[src/rtl/vga_timing_pkg.sv]
// Shared VGA timing constants: 640x480@60 defaults, an 800x600@60 alternate set,
// sync polarity encodings and a helper that sums one axis into its total period.
package vga_timing_pkg;

  localparam int POL_ACTIVE_LOW  = 0;
  localparam int POL_ACTIVE_HIGH = 1;

  // One axis of a video mode: visible region, front porch, sync pulse, back porch.
  typedef struct packed {
    int display;
    int front;
    int sync;
    int back;
  } axis_timing_t;

  // 640x480@60, 25 MHz pixel clock (100 MHz board clock / 4).
  localparam int           VGA640_CLK_DIV = 4;
  localparam axis_timing_t VGA640_H       = '{display: 640, front: 16, sync: 96, back: 48};
  localparam axis_timing_t VGA640_V       = '{display: 480, front: 10, sync: 2, back: 33};
  localparam int           VGA640_HS_POL  = POL_ACTIVE_LOW;
  localparam int           VGA640_VS_POL  = POL_ACTIVE_LOW;

  // 800x600@60, 40 MHz pixel clock (40 MHz board clock, no division).
  localparam int           SVGA800_CLK_DIV = 1;
  localparam axis_timing_t SVGA800_H       = '{display: 800, front: 40, sync: 128, back: 88};
  localparam axis_timing_t SVGA800_V       = '{display: 600, front: 1, sync: 4, back: 23};
  localparam int           SVGA800_HS_POL  = POL_ACTIVE_HIGH;
  localparam int           SVGA800_VS_POL  = POL_ACTIVE_HIGH;

  function automatic int axis_total(input int display, input int front,
                                    input int sync, input int back);
    return display + front + sync + back;
  endfunction

endpackage

[src/rtl/vga_tick_div.sv]
// Pixel tick divider: counts system clocks while enabled and strobes p_tick
// on the last clock of every CLK_DIV-clock group.
module vga_tick_div #(
  parameter int CLK_DIV = 4
) (
  input  logic clk,
  input  logic reset_n,
  input  logic en,
  output logic p_tick
);

  localparam int DIV_W = (CLK_DIV > 1) ? $clog2(CLK_DIV) : 1;
  localparam logic [DIV_W-1:0] DIV_LAST = DIV_W'(CLK_DIV - 1);

  logic [DIV_W-1:0] div_cnt_q;
  logic [DIV_W-1:0] div_cnt_d;
  logic             at_last;

  assign at_last = (div_cnt_q == DIV_LAST);

  always_comb begin
    div_cnt_d = div_cnt_q;
    if (en) begin
      div_cnt_d = at_last ? '0 : div_cnt_q + 1'b1;
    end
  end

  always_ff @(posedge clk or negedge reset_n) begin
    if (!reset_n) begin
      div_cnt_q <= '0;
    end else begin
      div_cnt_q <= div_cnt_d;
    end
  end

  // Gating by reset_n keeps the strobe low while reset is held even when CLK_DIV=1.
  assign p_tick = reset_n & en & at_last;

endmodule

[src/rtl/vga_sync_param.sv]
// Parametrised VGA sync generator: pixel tick divider, x/y position counters,
// registered hsync/vsync/video_on decode and line/frame start strobes.
module vga_sync_param
  import vga_timing_pkg::*;
#(
  parameter int CLK_DIV   = VGA640_CLK_DIV,
  parameter int H_DISPLAY = VGA640_H.display,
  parameter int H_FRONT   = VGA640_H.front,
  parameter int H_SYNC    = VGA640_H.sync,
  parameter int H_BACK    = VGA640_H.back,
  parameter int V_DISPLAY = VGA640_V.display,
  parameter int V_FRONT   = VGA640_V.front,
  parameter int V_SYNC    = VGA640_V.sync,
  parameter int V_BACK    = VGA640_V.back,
  parameter int HS_POL    = VGA640_HS_POL,
  parameter int VS_POL    = VGA640_VS_POL,
  parameter int COORD_W   = 10
) (
  input  logic               clk,
  input  logic               reset_n,
  input  logic               en,
  output logic               hsync,
  output logic               vsync,
  output logic               video_on,
  output logic               p_tick,
  output logic               line_start,
  output logic               frame_start,
  output logic [COORD_W-1:0] x,
  output logic [COORD_W-1:0] y
);

  localparam int H_TOTAL   = axis_total(H_DISPLAY, H_FRONT, H_SYNC, H_BACK);
  localparam int V_TOTAL   = axis_total(V_DISPLAY, V_FRONT, V_SYNC, V_BACK);
  localparam int COORD_MAX = (H_TOTAL > V_TOTAL) ? H_TOTAL : V_TOTAL;

  if (CLK_DIV < 1) begin : g_bad_clk_div
    $error("vga_sync_param: CLK_DIV must be at least 1");
  end
  if ((COORD_MAX - 1) >= (1 << COORD_W)) begin : g_bad_coord_w
    $error("vga_sync_param: COORD_W too narrow for H_TOTAL/V_TOTAL");
  end

  localparam logic [COORD_W-1:0] H_LAST   = COORD_W'(H_TOTAL - 1);
  localparam logic [COORD_W-1:0] V_LAST   = COORD_W'(V_TOTAL - 1);
  localparam logic [COORD_W-1:0] H_VIS    = COORD_W'(H_DISPLAY);
  localparam logic [COORD_W-1:0] V_VIS    = COORD_W'(V_DISPLAY);
  localparam logic [COORD_W-1:0] HS_FIRST = COORD_W'(H_DISPLAY + H_FRONT);
  localparam logic [COORD_W-1:0] HS_LAST  = COORD_W'(H_DISPLAY + H_FRONT + H_SYNC - 1);
  localparam logic [COORD_W-1:0] VS_FIRST = COORD_W'(V_DISPLAY + V_FRONT);
  localparam logic [COORD_W-1:0] VS_LAST  = COORD_W'(V_DISPLAY + V_FRONT + V_SYNC - 1);
  localparam logic               HS_ACT   = (HS_POL != 0);
  localparam logic               VS_ACT   = (VS_POL != 0);

  function automatic logic hs_level(input logic [COORD_W-1:0] xv);
    return ((xv >= HS_FIRST) && (xv <= HS_LAST)) ? HS_ACT : ~HS_ACT;
  endfunction

  function automatic logic vs_level(input logic [COORD_W-1:0] yv);
    return ((yv >= VS_FIRST) && (yv <= VS_LAST)) ? VS_ACT : ~VS_ACT;
  endfunction

  function automatic logic vid_level(input logic [COORD_W-1:0] xv,
                                     input logic [COORD_W-1:0] yv);
    return (xv < H_VIS) && (yv < V_VIS);
  endfunction

  logic               tick;
  logic [COORD_W-1:0] x_q, x_d;
  logic [COORD_W-1:0] y_q, y_d;
  logic               hsync_q, vsync_q, video_on_q;
  logic               line_start_q, frame_start_q;
  logic               line_wrap, frame_wrap;

  vga_tick_div #(
    .CLK_DIV (CLK_DIV)
  ) u_tick_div (
    .clk     (clk),
    .reset_n (reset_n),
    .en      (en),
    .p_tick  (tick)
  );

  assign line_wrap  = tick && (x_q == H_LAST);
  assign frame_wrap = line_wrap && (y_q == V_LAST);

  always_comb begin
    x_d = x_q;
    y_d = y_q;
    if (tick) begin
      if (line_wrap) begin
        x_d = '0;
        y_d = (y_q == V_LAST) ? '0 : y_q + 1'b1;
      end else begin
        x_d = x_q + 1'b1;
      end
    end
  end

  // Decode from the next position so sync edges land on the same clock as x/y.
  always_ff @(posedge clk or negedge reset_n) begin
    if (!reset_n) begin
      x_q           <= '0;
      y_q           <= '0;
      hsync_q       <= hs_level('0);
      vsync_q       <= vs_level('0);
      video_on_q    <= 1'b1;
      line_start_q  <= 1'b0;
      frame_start_q <= 1'b0;
    end else begin
      x_q           <= x_d;
      y_q           <= y_d;
      hsync_q       <= hs_level(x_d);
      vsync_q       <= vs_level(y_d);
      video_on_q    <= vid_level(x_d, y_d);
      line_start_q  <= line_wrap;
      frame_start_q <= frame_wrap;
    end
  end

  assign x           = x_q;
  assign y           = y_q;
  assign hsync       = hsync_q;
  assign vsync       = vsync_q;
  assign video_on    = video_on_q;
  assign p_tick      = tick;
  // Strobes are suppressed whenever the generator is frozen.
  assign line_start  = line_start_q & en;
  assign frame_start = frame_start_q & en;

endmodule

[config.mk]
export PLATFORM = sky130hd
export DESIGN_NAME = vga_sync_param
export DESIGN_NICKNAME = d
export VERILOG_FILES = /design/src/rtl/vga_timing_pkg.sv /design/src/rtl/vga_tick_div.sv /design/src/rtl/vga_sync_param.sv
export SDC_FILE = /design/constraint.sdc
export NUM_CORES = 1
export LEC_CHECK = 0
export ABC_CLOCK_PERIOD_IN_PS = 4700
export BUFFER_PORTS_ARGS = -buffer_cell sky130_fd_sc_hd__clkbuf_2
export CAP_MARGIN = 10
export CELL_PAD_IN_SITES_DETAIL_PLACEMENT = 0
export CELL_PAD_IN_SITES_GLOBAL_PLACEMENT = 1
export CORE_MARGIN = 1.5
export CORE_UTILIZATION = 45
export DETAILED_ROUTE_END_ITERATION = 10
export GPL_TIMING_DRIVEN = 0
export PLACE_DENSITY = 0.91
export SYNTH_ARGS = -nofsm -noshare
export SYNTH_HDL_FRONTEND = slang
export SYNTH_SLANG_ARGS = --single-unit
[constraint.sdc]
create_clock -name clk -period 4.7 [get_ports clk]
set_input_delay 0.47 -clock clk [delete_from_list [all_inputs] [get_ports clk]]
set_output_delay 0.47 -clock clk [all_outputs]
set_load 0.01 [all_outputs]
==> out/qor.log <==
[power_and_ir_drop] combinational group share of total power 0.158
[floorplan] die area 3838 µm²
[route] total detailed-routing wirelength 3225 µm
[sta] total setup violations reported at the end of the flow 0
[power_and_ir_drop] clock power share 0.224
[critical_path] critical path startpoint category primary input
[sta] Post-Route Hold Slack 0.1757 ns
[clock_network] Clock Path Buffers 2
[power_and_ir_drop] largest vdd supply drop 123.4 µV
[clock_network] Sink Count 27
[power_and_ir_drop] switching share of total power 0.2798
[critical_path] Reg2Reg Depth 7
[global_route] GRT Total Usage 0.1833
[critical_path] peak fanout along the critical path 29
[final_layout] Area Growth Syn to Fin 14.32%
[power_and_ir_drop] part of the power in registers 0.618
[floorplan] number of top-level pins 29
[synth] Syn Inst Count 153
[final_layout] multi-input logic area 794.5 µm²
[critical_path] critical path arrival 2.42 ns
[outcome] run status finished, final reports clean
[final_layout] layout filler cell count 326
[power_and_ir_drop] P_int 319.1 µW
[global_route] number of global-route vias before repair 1150
[route] Pre-antenna DRT Iters 4
[synth] asr flop ratio synth 1.000
[floorplan] Floorplan Core Area 3337 µm²
[sta] RSZ-0062 raised after global routing false
[floorplan] floorplan die width 61.96 µm
[synth] net count of the mapped netlist 160
[final_layout] area taken by flip-flops and latches 679.4 µm²
[global_route] GR Overflow Total 0
[floorplan] die boundary height 61.96 µm
[route] number of nets with antenna violations after detailed routing 0
[sta] fin crit share 0.4618
[clock_network] CTS tree done
[route] total DRC errors in the routed layout 0
[worst_hold_path] Worst Hold Class in2async
[critical_path] Critical Path Sink Type flip-flop
[clock_network] clock buffers created by TritonCTS 3
[synth] cell area after synthesis 1564 µm²
[placed_design] buffers added on ports 28
[sta] Layout Skew 0.009467 ns
[synth] number of distinct library cells after synthesis 50
[route] via/cell ratio 5.632
[clock_network] number of buffers inserted by post-CTS setup repair 0
[clock_network] CTS root buf sky130_fd_sc_hd__clkbuf_4
[synth] number of storage elements in the synthesis netlist 27
[sta] number of pins exceeding their max-slew limit in the final report 0
[power_and_ir_drop] leakage component of the power 0.0008454 µW
[placed_design] HPWL after DPL 2345 µm
[sta] Total Neg Setup Slack 0 ns
[synth] per-instance average area after synthesis 10.22 µm²
[clock_network] count of hold-fix buffers inserted at cts 0
[power_and_ir_drop] Switch Pwr 124.0 µW
[floorplan] number of rows in the core area 21
[critical_path] required time of the critical path 4.95 ns
[floorplan] initial cell density of the core 0.4687
[job] number of max-cap violations 0
[route] drt wl/cell 13.96 µm
[power_and_ir_drop] power per cell area 247.8 nW/µm²
[placed_design] weighted congestion reported at the end of routability-driven placement 0.8851
[route] initial detailed-routing violation count 51
[clock_network] htree depth 1
[synth] library cell occupying the most area in the post-synthesis netlist sky130_fd_sc_hd__dfrtp_1
[route] Vias 1301
[clock_network] insertion delay to the later sink of the worst-skew pair 0.32 ns
[sta] Final Hold Vio Count 0
[global_route] number of antenna violations at the first check in global routing 0
[sta] PnR worst setup slack 2.530 ns
[placed_design] pre-CTS worst setup slack 2.114 ns
[critical_path] critical setup path kind in2reg
[final_layout] layout cell share with drive strength beyond 1 0.3405
[synth] cell types with the largest area share after synthesis sky130_fd_sc_hd__dfrtp_1 38%, sky130_fd_sc_hd__dfstp_2 5.0%, sky130_fd_sc_hd__nand3_1 3.5%, sky130_fd_sc_hd__nand2_1 3.4%, sky130_fd_sc_hd__ha_1 3.2%
[clock_network] # resized after CTS 0
[synth] EDFF count, synth 0
[global_route] global-route wire length before repair 5271 µm
[final_layout] post-route core utilization 0.5358
[final_layout] antenna cells 0
[final_layout] post-layout net count 193
[synth] count of yosys warnings during synthesis 0
[synth] top-area cell type share of the netlist area 0.3840
[power_and_ir_drop] final total power 443.1 µW
[synth] primary flip-flop cell chosen by synthesis mapping sky130_fd_sc_hd__dfrtp_1
[sta] max frequency 0.4607 GHz
[sta] Slew @ Worst Pin 0.7219 ns
[clock_network] clk slew on worst S/H paths 0.15 ns
[sta] max-slew headroom at the worst pin 0.5187
[synth] part of the Yosys area used for sequential elements 0.4344
[sta] Final Critical Period 2.170 ns
[global_route] pin count of the biggest net entering global routing 30
-- cells by family (layout without fill, tap and decap cells) --
group,Yosys count,after routing,synth area share
AO/OA/AOI/OAI,30,30,0.1408
flip-flops,27,27,0.4344
AND/OR/NAND/NOR,65,65,0.2568
buffers and inverters,14,46,0.05760
multiplexers,4,4,0.02800
adder cells (fa/ha/maj),4,4,0.03200
XOR/XNOR,9,9,0.05040
-- metrics by stage --
stage	cell area, µm²	instances
2_1_floorplan	1564	153
3_3_place_gp	1762	227
3_5_place_dp	1762	227
4_1_cts	1788	231
5_1_grt	1788	231
6_report	1788	231
-- critical path, stage by stage --
cell,delay [ns]
sky130_fd_sc_hd__clkbuf_2,0.55
sky130_fd_sc_hd__and4_1,0.30
sky130_fd_sc_hd__buf_6,0.14
sky130_fd_sc_hd__nand4_4,0.18
sky130_fd_sc_hd__clkinv_4,0.15
sky130_fd_sc_hd__buf_2,0.24
sky130_fd_sc_hd__o2111ai_1,0.13
sky130_fd_sc_hd__o21ai_0,0.10
sky130_fd_sc_hd__nand4b_1,0.14
-- sequential cells by signal, summed over array words and instances (netlist names) --
register / count
x: 10
y: 10
u_tick_div.div_cnt_q: 2
frame_start_q: 1
hsync: 1
line_start_q: 1
video_on: 1
vsync: 1
-- layout by cell type, fill, tap and decap left out, types with 2 or more instances in the layout --
cell,instances
sky130_fd_sc_hd__and3_1,2
sky130_fd_sc_hd__o2111ai_1,3
sky130_fd_sc_hd__or4_1,2
sky130_fd_sc_hd__or3_1,2
sky130_fd_sc_hd__dfstp_2,3
sky130_fd_sc_hd__nand4_1,2
sky130_fd_sc_hd__a211oi_1,2
sky130_fd_sc_hd__clkbuf_2,28
sky130_fd_sc_hd__and2_1,2
sky130_fd_sc_hd__inv_1,7
sky130_fd_sc_hd__buf_6,4
sky130_fd_sc_hd__xnor2_1,5
sky130_fd_sc_hd__nor4_1,4
sky130_fd_sc_hd__mux2_2,3
sky130_fd_sc_hd__ha_1,4
sky130_fd_sc_hd__nand2_1,14
sky130_fd_sc_hd__xor2_1,4
sky130_fd_sc_hd__nand3_1,11
sky130_fd_sc_hd__and2_2,2
sky130_fd_sc_hd__o21ai_0,8
sky130_fd_sc_hd__dfrtp_1,24
sky130_fd_sc_hd__nor3_1,2
sky130_fd_sc_hd__a21oi_1,5
sky130_fd_sc_hd__nand3_2,2
sky130_fd_sc_hd__nor2_1,6
sky130_fd_sc_hd__and3_2,3
sky130_fd_sc_hd__nand2b_1,2
sky130_fd_sc_hd__clkbuf_4,3
sky130_fd_sc_hd__buf_2,2
-- worst paths after layout --
kind,start,end,slack [ns]
max reg2reg,y[0],video_on,2.63
max,reset_n,vsync,2.53
min,reset_n,y[2],0.18
max in group asynchronous,reset_n,x[0],4.06
min in group clk,en,u_tick_div.div_cnt_q[1],0.48
min reg2reg,u_tick_div.div_cnt_q[1],u_tick_div.div_cnt_q[1],0.55
-- layer usage --
metal	GRT usage	part of all wire	vias up
li1	-	-	623
met1	0.2549	0.46	647
met2	0.2798	0.50	29
met3	0.02692	0.034	2
met4	0.08815	0.0059	0
met5	0	0	-
-- synthesized netlist by cell type, types with 2 or more instances --
master	number
sky130_fd_sc_hd__inv_1	7
sky130_fd_sc_hd__nand3_2	2
sky130_fd_sc_hd__xor2_1	4
sky130_fd_sc_hd__mux2_2	3
sky130_fd_sc_hd__ha_1	4
sky130_fd_sc_hd__or4_1	2
sky130_fd_sc_hd__and3_1	2
sky130_fd_sc_hd__xnor2_1	5
sky130_fd_sc_hd__buf_6	4
sky130_fd_sc_hd__nor4_1	4
sky130_fd_sc_hd__or3_1	2
sky130_fd_sc_hd__a211oi_1	2
sky130_fd_sc_hd__a21oi_1	5
sky130_fd_sc_hd__nand3_1	11
sky130_fd_sc_hd__and3_2	3
sky130_fd_sc_hd__o2111ai_1	3
sky130_fd_sc_hd__nand2_1	14
sky130_fd_sc_hd__nor3_1	2
sky130_fd_sc_hd__o21ai_0	8
sky130_fd_sc_hd__and2_2	2
sky130_fd_sc_hd__nor2_1	6
sky130_fd_sc_hd__buf_2	2
sky130_fd_sc_hd__dfstp_2	3
sky130_fd_sc_hd__nand4_1	2
sky130_fd_sc_hd__and2_1	2
sky130_fd_sc_hd__dfrtp_1	24
sky130_fd_sc_hd__nand2b_1	2
-- power by group through the flow --
stage / logic, µW / clock network, µW / registers, µW
floorplan: 39.9 / 0 / 279
global placement: 68.0 / 0 / 276
detailed placement: 71.7 / 0 / 278
CTS: 72.2 / 104 / 273
global route: 81.4 / 113 / 278
finish: 70.2 / 99.2 / 274
-- layout make-up --
cell class / count / area share
sequential: 27 / 0.3800
tap: 46 / 0.03219
buffer: 6 / 0.03079
timing repair buffer: 28 / 0.07838
clock buffer: 4 / 0.01470
inverter: 8 / 0.01959
multi-input combinational: 112 / 0.4444
No activity file was read; power rests on OpenSTA's default activity.
